**src/rtl/switch_allocator_pkg.sv**
```systemverilog
`default_nettype none
// ============================================================================
//  Module      : switch_allocator_pkg
//  Description : Router-wide NoC parameters and the output-port type shared
//                by the switch allocator and its arbiters.
//  Revision    : 1.0  initial release
// ============================================================================
package switch_allocator_pkg;

   localparam int NOC_PORT_NUM  = 5;
   localparam int NOC_VC_NUM    = 2;
   localparam int NOC_VC_SIZE   = (NOC_VC_NUM   > 1) ? $clog2(NOC_VC_NUM)   : 1;
   localparam int NOC_PORT_SIZE = (NOC_PORT_NUM > 1) ? $clog2(NOC_PORT_NUM) : 1;

   // Router output ports, in crossbar index order
   typedef enum logic [NOC_PORT_SIZE-1:0] {
      LOCAL = 3'd0,
      NORTH = 3'd1,
      SOUTH = 3'd2,
      WEST  = 3'd3,
      EAST  = 3'd4
   } port_t;

endpackage
`default_nettype wire

```
**src/rtl/switch_allocator_rr_arbiter.sv**
```systemverilog
`default_nettype none
// ============================================================================
//  Module      : round_robin_arbiter
//  Description : N-way round-robin arbiter. Search starts at the internal
//                pointer; the pointer moves past the winner only when the
//                caller asserts update (i.e. the grant was actually used).
//  Revision    : 1.0  initial release
// ============================================================================
module round_robin_arbiter
   import switch_allocator_pkg::*;
#(
   parameter  int N     = 4,
   localparam int IDX_W = (N > 1) ? $clog2(N) : 1
)
(
   input  logic             clk,
   input  logic             rst,
   input  logic [N-1:0]     req,
   input  logic             update,
   output logic [N-1:0]     grant,
   output logic [IDX_W-1:0] grant_idx
);

   logic [IDX_W-1:0] r_ptr;
   logic             w_found;

   // (base + off) mod N for off < N, without a divider
   function automatic logic [IDX_W-1:0] f_wrap(input logic [IDX_W-1:0] base,
                                               input int unsigned     off);
      int unsigned s;
      s = 32'(base) + off;
      if (s >= N) s = s - N;
      return IDX_W'(s);
   endfunction

   // First requester at or after the pointer wins
   always_comb begin
      grant     = '0;
      grant_idx = '0;
      w_found   = 1'b0;
      for (int unsigned k = 0; k < N; k++) begin
         if (!w_found && req[f_wrap(r_ptr, k)]) begin
            grant[f_wrap(r_ptr, k)] = 1'b1;
            grant_idx               = f_wrap(r_ptr, k);
            w_found                 = 1'b1;
         end
      end
   end

   // Pointer moves one past the winner on a used grant, otherwise holds
   always_ff @(posedge clk or negedge rst) begin
      if (!rst)
         r_ptr <= '0;
      else if (update)
         r_ptr <= f_wrap(grant_idx, 1);
   end

endmodule
`default_nettype wire

```
**src/rtl/switch_allocator.sv**
```systemverilog
`default_nettype none
// ============================================================================
//  Module      : switch_allocator
//  Description : Separable input-first switch allocator. Stage 1 picks one
//                eligible VC per input, stage 2 picks one nominee per output.
//                VC grants are combinational; crossbar selects are registered.
//                Optional macro SA_PKT_LOCK_EN adds a wormhole packet lock per
//                output (lock set by a non-tail grant, cleared by the tail).
//  Revision    : 1.0  initial release
// ============================================================================
module switch_allocator
   import switch_allocator_pkg::*;
#(
   parameter  int PORT_NUM  = NOC_PORT_NUM,
   parameter  int VC_NUM    = NOC_VC_NUM,
   localparam int VC_SIZE   = (VC_NUM   > 1) ? $clog2(VC_NUM)   : 1,
   localparam int PORT_SIZE = (PORT_NUM > 1) ? $clog2(PORT_NUM) : 1
)
(
   input  logic                                clk,
   input  logic                                rst,
   input  logic  [PORT_NUM-1:0][VC_NUM-1:0]    ib_req,
   input  port_t [PORT_NUM-1:0][VC_NUM-1:0]    ib_out_port,
   input  logic  [PORT_NUM-1:0][VC_NUM-1:0]    ib_tail,
   input  logic  [PORT_NUM-1:0]                ds_ready,
   output logic  [PORT_NUM-1:0][VC_SIZE-1:0]   vc_sel,
   output logic  [PORT_NUM-1:0]                valid_sel,
   output logic  [PORT_NUM-1:0][PORT_SIZE-1:0] xb_sel,
   output logic  [PORT_NUM-1:0]                xb_valid
);

   logic  [PORT_NUM-1:0][VC_NUM-1:0]    w_elig;
   logic  [PORT_NUM-1:0][VC_NUM-1:0]    w_s1_req;
   logic  [PORT_NUM-1:0][VC_NUM-1:0]    w_s1_grant;
   logic  [PORT_NUM-1:0][VC_SIZE-1:0]   w_nom;
   logic  [PORT_NUM-1:0]                w_nom_valid;
   port_t [PORT_NUM-1:0]                w_nom_port;
   logic  [PORT_NUM-1:0][PORT_NUM-1:0]  w_s2_req;     // [output][input]
   logic  [PORT_NUM-1:0][PORT_NUM-1:0]  w_s2_grant;   // [output][input]
   logic  [PORT_NUM-1:0][PORT_SIZE-1:0] w_win;
   logic  [PORT_NUM-1:0]                w_out_busy;
   logic  [PORT_NUM-1:0]                w_s2_upd;
   logic  [PORT_NUM-1:0]                w_in_win;
   logic  [PORT_NUM-1:0][PORT_SIZE-1:0] r_xb_sel;
   logic  [PORT_NUM-1:0]                r_xb_valid;

   // A VC may compete only if its target output can accept a flit
   always_comb begin
      w_elig = '0;
      for (int i = 0; i < PORT_NUM; i++)
         for (int v = 0; v < VC_NUM; v++)
            w_elig[i][v] = ib_req[i][v] & ds_ready[ib_out_port[i][v]];
   end

`ifdef SA_PKT_LOCK_EN
   typedef struct packed {
      logic                 valid;
      logic [PORT_SIZE-1:0] src;
      logic [VC_SIZE-1:0]   vc;
   } lock_t;

   lock_t [PORT_NUM-1:0]             r_lock;
   logic  [PORT_NUM-1:0][VC_NUM-1:0] w_pref;
   logic  [PORT_NUM-1:0]             w_win_tail;

   // VCs that own an output lock and can send now are preferred at their input
   always_comb begin
      w_pref = '0;
      for (int o = 0; o < PORT_NUM; o++)
         if (r_lock[o].valid && w_elig[r_lock[o].src][r_lock[o].vc])
            w_pref[r_lock[o].src][r_lock[o].vc] = 1'b1;
   end

   // Restrict stage 1 to the preferred VCs when any exist
   always_comb begin
      w_s1_req = '0;
      for (int i = 0; i < PORT_NUM; i++)
         w_s1_req[i] = (|w_pref[i]) ? w_pref[i] : w_elig[i];
   end
`else
   logic w_unused_tail;

   assign w_s1_req      = w_elig;
   assign w_unused_tail = ^ib_tail;
`endif

   // Stage 1: one VC nominee per input
   for (genvar gi = 0; gi < PORT_NUM; gi++) begin : g_in_arb
      round_robin_arbiter #(.N(VC_NUM)) u_arb (
         .clk       (clk),
         .rst       (rst),
         .req       (w_s1_req[gi]),
         .update    (w_in_win[gi]),
         .grant     (w_s1_grant[gi]),
         .grant_idx (w_nom[gi])
      );
      assign w_nom_valid[gi] = |w_s1_grant[gi];
      assign w_nom_port[gi]  = ib_out_port[gi][w_nom[gi]];
   end

   // Each nominee requests its output; a locked output only hears its owner
   always_comb begin
      w_s2_req = '0;
      for (int o = 0; o < PORT_NUM; o++) begin
         for (int i = 0; i < PORT_NUM; i++) begin
            if (w_nom_valid[i] && (int'(w_nom_port[i]) == o))
               w_s2_req[o][i] = 1'b1;
`ifdef SA_PKT_LOCK_EN
            if (r_lock[o].valid &&
                ((r_lock[o].src != PORT_SIZE'(i)) || (r_lock[o].vc != w_nom[i])))
               w_s2_req[o][i] = 1'b0;
`endif
         end
      end
   end

   // Stage 2: one input per output
   for (genvar go = 0; go < PORT_NUM; go++) begin : g_out_arb
      round_robin_arbiter #(.N(PORT_NUM)) u_arb (
         .clk       (clk),
         .rst       (rst),
         .req       (w_s2_req[go]),
         .update    (w_s2_upd[go]),
         .grant     (w_s2_grant[go]),
         .grant_idx (w_win[go])
      );
      assign w_out_busy[go] = |w_s2_grant[go];
`ifdef SA_PKT_LOCK_EN
      // Output pointer only moves once the packet that held it has finished
      assign w_win_tail[go] = ib_tail[w_win[go]][w_nom[w_win[go]]];
      assign w_s2_upd[go]   = w_out_busy[go] & w_win_tail[go];
`else
      assign w_s2_upd[go]   = w_out_busy[go];
`endif
   end

   // Fold output grants back to the inputs that won them
   always_comb begin
      w_in_win = '0;
      for (int o = 0; o < PORT_NUM; o++)
         for (int i = 0; i < PORT_NUM; i++)
            if (w_s2_grant[o][i])
               w_in_win[i] = 1'b1;
   end

   // Grants are suppressed while reset is held; losers report VC 0
   always_comb begin
      valid_sel = w_in_win & {PORT_NUM{rst}};
      vc_sel    = '0;
      for (int i = 0; i < PORT_NUM; i++)
         vc_sel[i] = valid_sel[i] ? w_nom[i] : '0;
   end

`ifdef SA_PKT_LOCK_EN
   // Non-tail grant claims the output for that VC, tail grant releases it
   always_ff @(posedge clk or negedge rst) begin
      if (!rst) begin
         r_lock <= '0;
      end else begin
         for (int o = 0; o < PORT_NUM; o++) begin
            if (w_out_busy[o]) begin
               if (w_win_tail[o]) begin
                  r_lock[o] <= '0;
               end else begin
                  r_lock[o].valid <= 1'b1;
                  r_lock[o].src   <= w_win[o];
                  r_lock[o].vc    <= w_nom[w_win[o]];
               end
            end
         end
      end
   end
`endif

   // Register the stage-2 result for the switch-traversal stage
   always_ff @(posedge clk or negedge rst) begin
      if (!rst) begin
         r_xb_valid <= '0;
         r_xb_sel   <= '0;
      end else begin
         r_xb_valid <= w_out_busy;
         r_xb_sel   <= w_win;
      end
   end

   assign xb_sel   = r_xb_sel;
   assign xb_valid = r_xb_valid;

endmodule
`default_nettype wire

```
**config.mk**
```make
export PLATFORM = sky130hd
export DESIGN_NAME = switch_allocator
export DESIGN_NICKNAME = d
export VERILOG_FILES = /design/src/rtl/switch_allocator_pkg.sv /design/src/rtl/switch_allocator_rr_arbiter.sv /design/src/rtl/switch_allocator.sv
export SDC_FILE = /design/constraint.sdc
export NUM_CORES = 1
export LEC_CHECK = 0
export BUFFER_PORTS_ARGS = -buffer_cell sky130_fd_sc_hd__buf_2
export CAP_MARGIN = 20
export CORE_MARGIN = 1
export CORE_UTILIZATION = 50
export CTS_CLUSTER_SIZE = 25
export DETAILED_ROUTE_END_ITERATION = 8
export PLACE_DENSITY = 0.69
export SYNTH_ARGS = -nofsm -noshare
export SYNTH_HDL_FRONTEND = slang
export SYNTH_SLANG_ARGS = --single-unit
```
**constraint.sdc**
```tcl
create_clock -name clk -period 14.2 [get_ports clk]
set_input_delay 1.42 -clock clk [delete_from_list [all_inputs] [get_ports clk]]
set_output_delay 1.42 -clock clk [all_outputs]
set_load 0.1 [all_outputs]
```
**After elaboration in Yosys (flattened, before gate mapping)**

Cells that the tools add are included.

- Register bits: 40
- Latch bits: 0
- Bits in writable memories: 0
- Memory bits (read-only): 0
- Input bits: 57
- Output and inout port bits: 30
- Word-level logic and storage cells: 842
- Memories: 0

- Add/subtract/negate cells: 80
- Multiply operators: 0
- Divide/modulo/power cells: 0
- Magnitude comparators: 165
- Equality and inequality tests: 20
- Shift-type cells: 0
- Multiplexer cells: 400
- Bitwise gates (word level): 36
- Reductions and logical operators: 125

Operator list:

| kind | number |
|---|---|
| $mux W3 | 90 |
| $lt A3 B4 Y1 const B | 60 |
| $mux W1 | 205 |
| $mux W5 | 25 |
| $bmux W1 S3 | 35 |
| $ge A4 B3 Y1 const B | 25 |
| $or A5 B5 Y5 | 20 |
| $sub A3 B3 Y3 const B | 30 |
| $logic_and A1 B1 Y1 | 85 |
| $demux W1 S3 | 25 |
| $ge A3 B1 Y1 const B | 25 |
| $lt A1 B2 Y1 const B | 25 |
| $eq A3 B3 Y1 const B | 15 |
| $add A3 B1 Y4 const B | 10 |
| $add A3 B2 Y4 const B | 10 |
| $logic_not A1 Y1 | 25 |
| $reduce_or A5 Y1 | 5 |
| $add A1 B1 Y2 const B | 10 |
| $add A3 B3 Y4 const B | 5 |
| $ge A2 B2 Y1 const B | 10 |
| $mux W2 | 10 |
| $eq A3 B2 Y1 const B | 5 |
| $ge A3 B3 Y1 const B | 5 |
| $logic_not A3 Y1 | 5 |
| 8 further kinds | 61 |

**Longest topological paths before layout**

- Word-level depth: 46
- Depth in mapped cells: 21
- Mapped depth without buffers: 20

**By module**

Synthesis repeated with hierarchy kept, for this count alone.

- Cells, all modules: 1268
- Area total of the unflattened synthesis: 9734.3 um2

Modules (own cells, without submodules):

| module | times used | cells an instance | area an instance (um2) | sequential area each (um2) |
|---|---|---|---|---|
| round_robin_arbiter (g_out_arb[0].u_arb ...) | 4 | 201 | 1503.9 | 75.1 |
| switch_allocator | 1 | 219 | 1721.7 | 500.5 |
| round_robin_arbiter (g_out_arb[4].u_arb) | 1 | 210 | 1577.8 | 75.1 |
| round_robin_arbiter (g_in_arb[0].u_arb ...) | 5 | 7 | 83.8 | 25.0 |

**Worst setup path after synthesis**

OpenSTA, ideal clock, no wires.

- Kind: input to output
- Start point: in ib_out_port[12] (netlist bit)
- End point: out vc_sel[2] (netlist bit)
- Arrival: 6.604 ns
- Required time: 12.780 ns
- Slack: 6.176 ns
- Stages: 14
- Path buffers: 1
- Path through: buf_2 -> mux2i_1 -> or4b_1 -> a41o_1 -> a32o_1 -> or4_1 -> o41ai_1 -> a211o_1 -> nand3_1 -> or4_1 -> o221ai_1 -> a2111o_1 -> nor3_1 -> nor3b_1

RTL lines:

| what | RTL line | RTL |
|---|---|---|
| from (decl) | switch_allocator.sv:23 | `input port_t [PORT_NUM-1:0][VC_NUM-1:0] ib_out_port,` |
| to (decl) | switch_allocator.sv:26 | `output logic [PORT_NUM-1:0][VC_SIZE-1:0] vc_sel,` |

==> summary.txt <==
Status: finished, final reports clean
Clk Latency, worst-skew pair: 0.31 ns
Hold_ws: 0.587 ns
Post-synth ARST share: 100%
Fmax: 122 MHz
Reg-to-Reg Start: g_out_arb[4].u_arb.r_ptr[0]$_DFFE_PN0P_
Inst Count DP: 1534
Crit-path slowest cell: o211ai_1
Congestion Overflow GR: 0
Drt drc: 0
IO Pins: 87
FF-to-FF path depth: 14
H-tree depth: 2
Post-Syn Area: 9090 um^2
Req. time, crit path: 12.78 ns
RSZ-0062 raised after global routing: no
Met3 usage: 4.70%
CORE AREA: 17500 um^2
Number of port buffers: 76
Die X-Extent: 137 um
Rows: 48
R2r setup slk: 8.24 ns
Syn avg cell area: 7.14 um^2
Global-route wire length before repair: 47000 um
Clk sinks: 40
FF/Latch Area: 1000 um^2
Hold path depth: 1
Post-CTS setup buffers: 0
Hold Path Class: register to register
Die height: 137 um
Synthesized flop and latch total: 40
Hold wc startpoint: g_in_arb[3].u_arb.r_ptr$_DFFE_PN0P_
Worst setup path start: ds_ready[1]
Crit-path max FO: 15
Clock Pin Slew Worst Setup and Hold Paths: 0.08 ns
Final Skew: 0.0131 ns
Area of the multi-input gates: 7620 um^2
GRT Total Usage: 32.0%
Reg2reg end: g_in_arb[4].u_arb.r_ptr$_DFFE_PN0P_
Routability cong.: 1.03
Detailed-placement wirelength estimate: 23600 um
Critical path data arrival time: 6.75 ns
Post-synth EDFFs: 0
Final Hold Vio Count: 0
Drt first pass iters: 6
CTS resizes: 0
CTS tree: built
GR Util met1: 44.4%
CTS Buf Count: 5
Layout cells sized above 1: 11.7%
Initial antenna violation count: 3
Maxcap violations: 0
Post-DR vias/cell: 6.66
Setup crit end kind: output pin
Post-synthesis sequential area ratio: 11.0%
Max_slew headroom: 31.3%
Crit path time final: 8.17 ns
DR WL/cell: 19.5 um
Yosys cell types: 104
Crit Path Category: primary input to output pin
Delay-heaviest family, CP: compound AO/OA/AOI/OAI gates
Final net count: 1429
Largest net degree at the start of global routing: 28
Met2 usage: 49.4%
ANT nets after route: 0
Critical-path cell list: buf_2, mux2i_1, or4b_1, a41o_1, a32oi_1, mux2i_1, o211ai_1, nand2_1, or2_2, o311a_1, a31oi_1, nor4_1, and3b_1, buf_2
Drt total wl: 30100 um
Vias in the first global route: 9042
CTS root buffer: clkbuf_16
DR vias: 10290
Most used routing layer in global routing: met2
Fin. max-slew vios: 0
Buffer and inverter count on the worst path: 2
Main synth FF type: dfrtp_1
Final setup fails: 0
Crit-path max cell delay: 0.70 ns
Yosys warnings: 0
CTS Buffer Depth: 2
Die ar.: 18700 um^2
Fill cell total of the finished layout: 1757
Synth Instances: 1274
Cts hold-fix bufs: 0
Setup TNS: 0 ns
Hold Path Sink: g_in_arb[3].u_arb.r_ptr$_DFFE_PN0P_
Number of DRC violations after detailed-routing iteration 0: 1088
Syn Nets: 1386
Fin cells: 1546
Startpoint types: primary input
Initial core utilization: 51.9%
P&R area growth vs syn: 7.70%
Crit share post-route: 57.6%
Worst slew pin tran: 1.03 ns
[cell usage after synthesis, drive strengths merged, types with 23 or more instances]
cell    number  share of area [%]
inv         68                2.8
nand2b      30                2.1
ha          50                6.9
dfrtp       40                 11
o21ai       73                4.0
xnor2       34                3.3
mux2i       45                5.1
nor2       129                5.4
nand3       50                2.8
nor3        47                2.6
nand2       88                3.6
a21oi       76                4.2
a21o        23                2.0
a31oi       25                1.7
clkbuf      36                1.5
[cell families (layout without fill, tap and decap cells)]
family,count (synthesis),count (layout),synth area share [%]
multiplexers,61,61,7.11
XOR/XNOR,42,42,4.05
AND/OR/NAND/NOR,536,536,31.6
adder cells (fa/ha/maj),55,55,7.98
buffers and inverters,119,163,5.24
AO/OA/AOI/OAI,421,421,33.0
flip-flops,40,40,11.0
other,0,3,0
[layer usage]
metal	up-vias	part of all wire (%)
li1	4941	-
met1	4776	45
met2	507	43
met3	66	8.8
met4	0	3.4
met5	-	0
[state kept, by name (all words and copies together), names as in the netlist]
signal                 flops
g_out_arb.u_arb.r_ptr     15
xb_valid                   5
g_in_arb.u_arb.r_ptr       5
xb_sel                    15
[layout make-up]
cell class | instances | share of cell area, %
sequential | 40 | 10.2
inverter | 70 | 2.68
tap | 225 | 2.87
clock buffer | 5 | 1.28
timing repair buffer | 85 | 4.57
multi-input combinational | 1115 | 77.8
clock inverter | 3 | 0.473
antenna | 3 | 0.0766
[metrics by stage]
step	utilization, %	setup WS (ns)	instance area [um^2]
detailed placement	54.8	6.26	9610
global route	55.9	5.86	9790
floorplan	-	6.18	9090
CTS	55.8	6.22	9780
global placement	54.8	6.16	9610
finish	55.9	6.03	9790
[placed cells by master, fill, tap and decap left out, types with 20 or more instances in the layout]
cell type	instances
nand3b_1	21
mux2i_1	44
o22ai_1	21
and2_1	20
a21oi_1	75
nand2b_1	29
a31oi_1	25
o21ai_0	71
a21o_1	22
ha_1	50
nand2_1	88
buf_2	76
xnor2_1	34
inv_1	66
nand3_1	50
nor3_1	47
nor2b_1	20
dfrtp_1	40
nor2_1	128
[worst register-to-register path, cell delays in order, from the launching register on]
cell	delay (ns)
dfrtp_1	0.80
clkinv_1	0.46
ha_1	0.33
inv_1	0.06
fa_1	0.40
o22ai_1	0.42
nand3_1	0.20
o32a_1	0.36
a31oi_1	0.75
nor2b_1	0.26
and4b_1	0.30
a311o_1	0.39
nand2_1	0.19
nor4_1	0.69
mux2i_1	0.26
[worst max path at each step]
stage	to	slack (ns)	cells past startpoint
global route	vc_sel[4]	5.86	14
floorplan	vc_sel[2]	6.18	14
CTS	vc_sel[4]	6.22	14
detailed placement	vc_sel[4]	6.26	14
finish	vc_sel[4]	6.03	14
global placement	vc_sel[4]	6.16	14
Power is left out: the tool's default activity adds up to more than one toggle a clock period on the data nets, which glitch-free logic cannot reach.
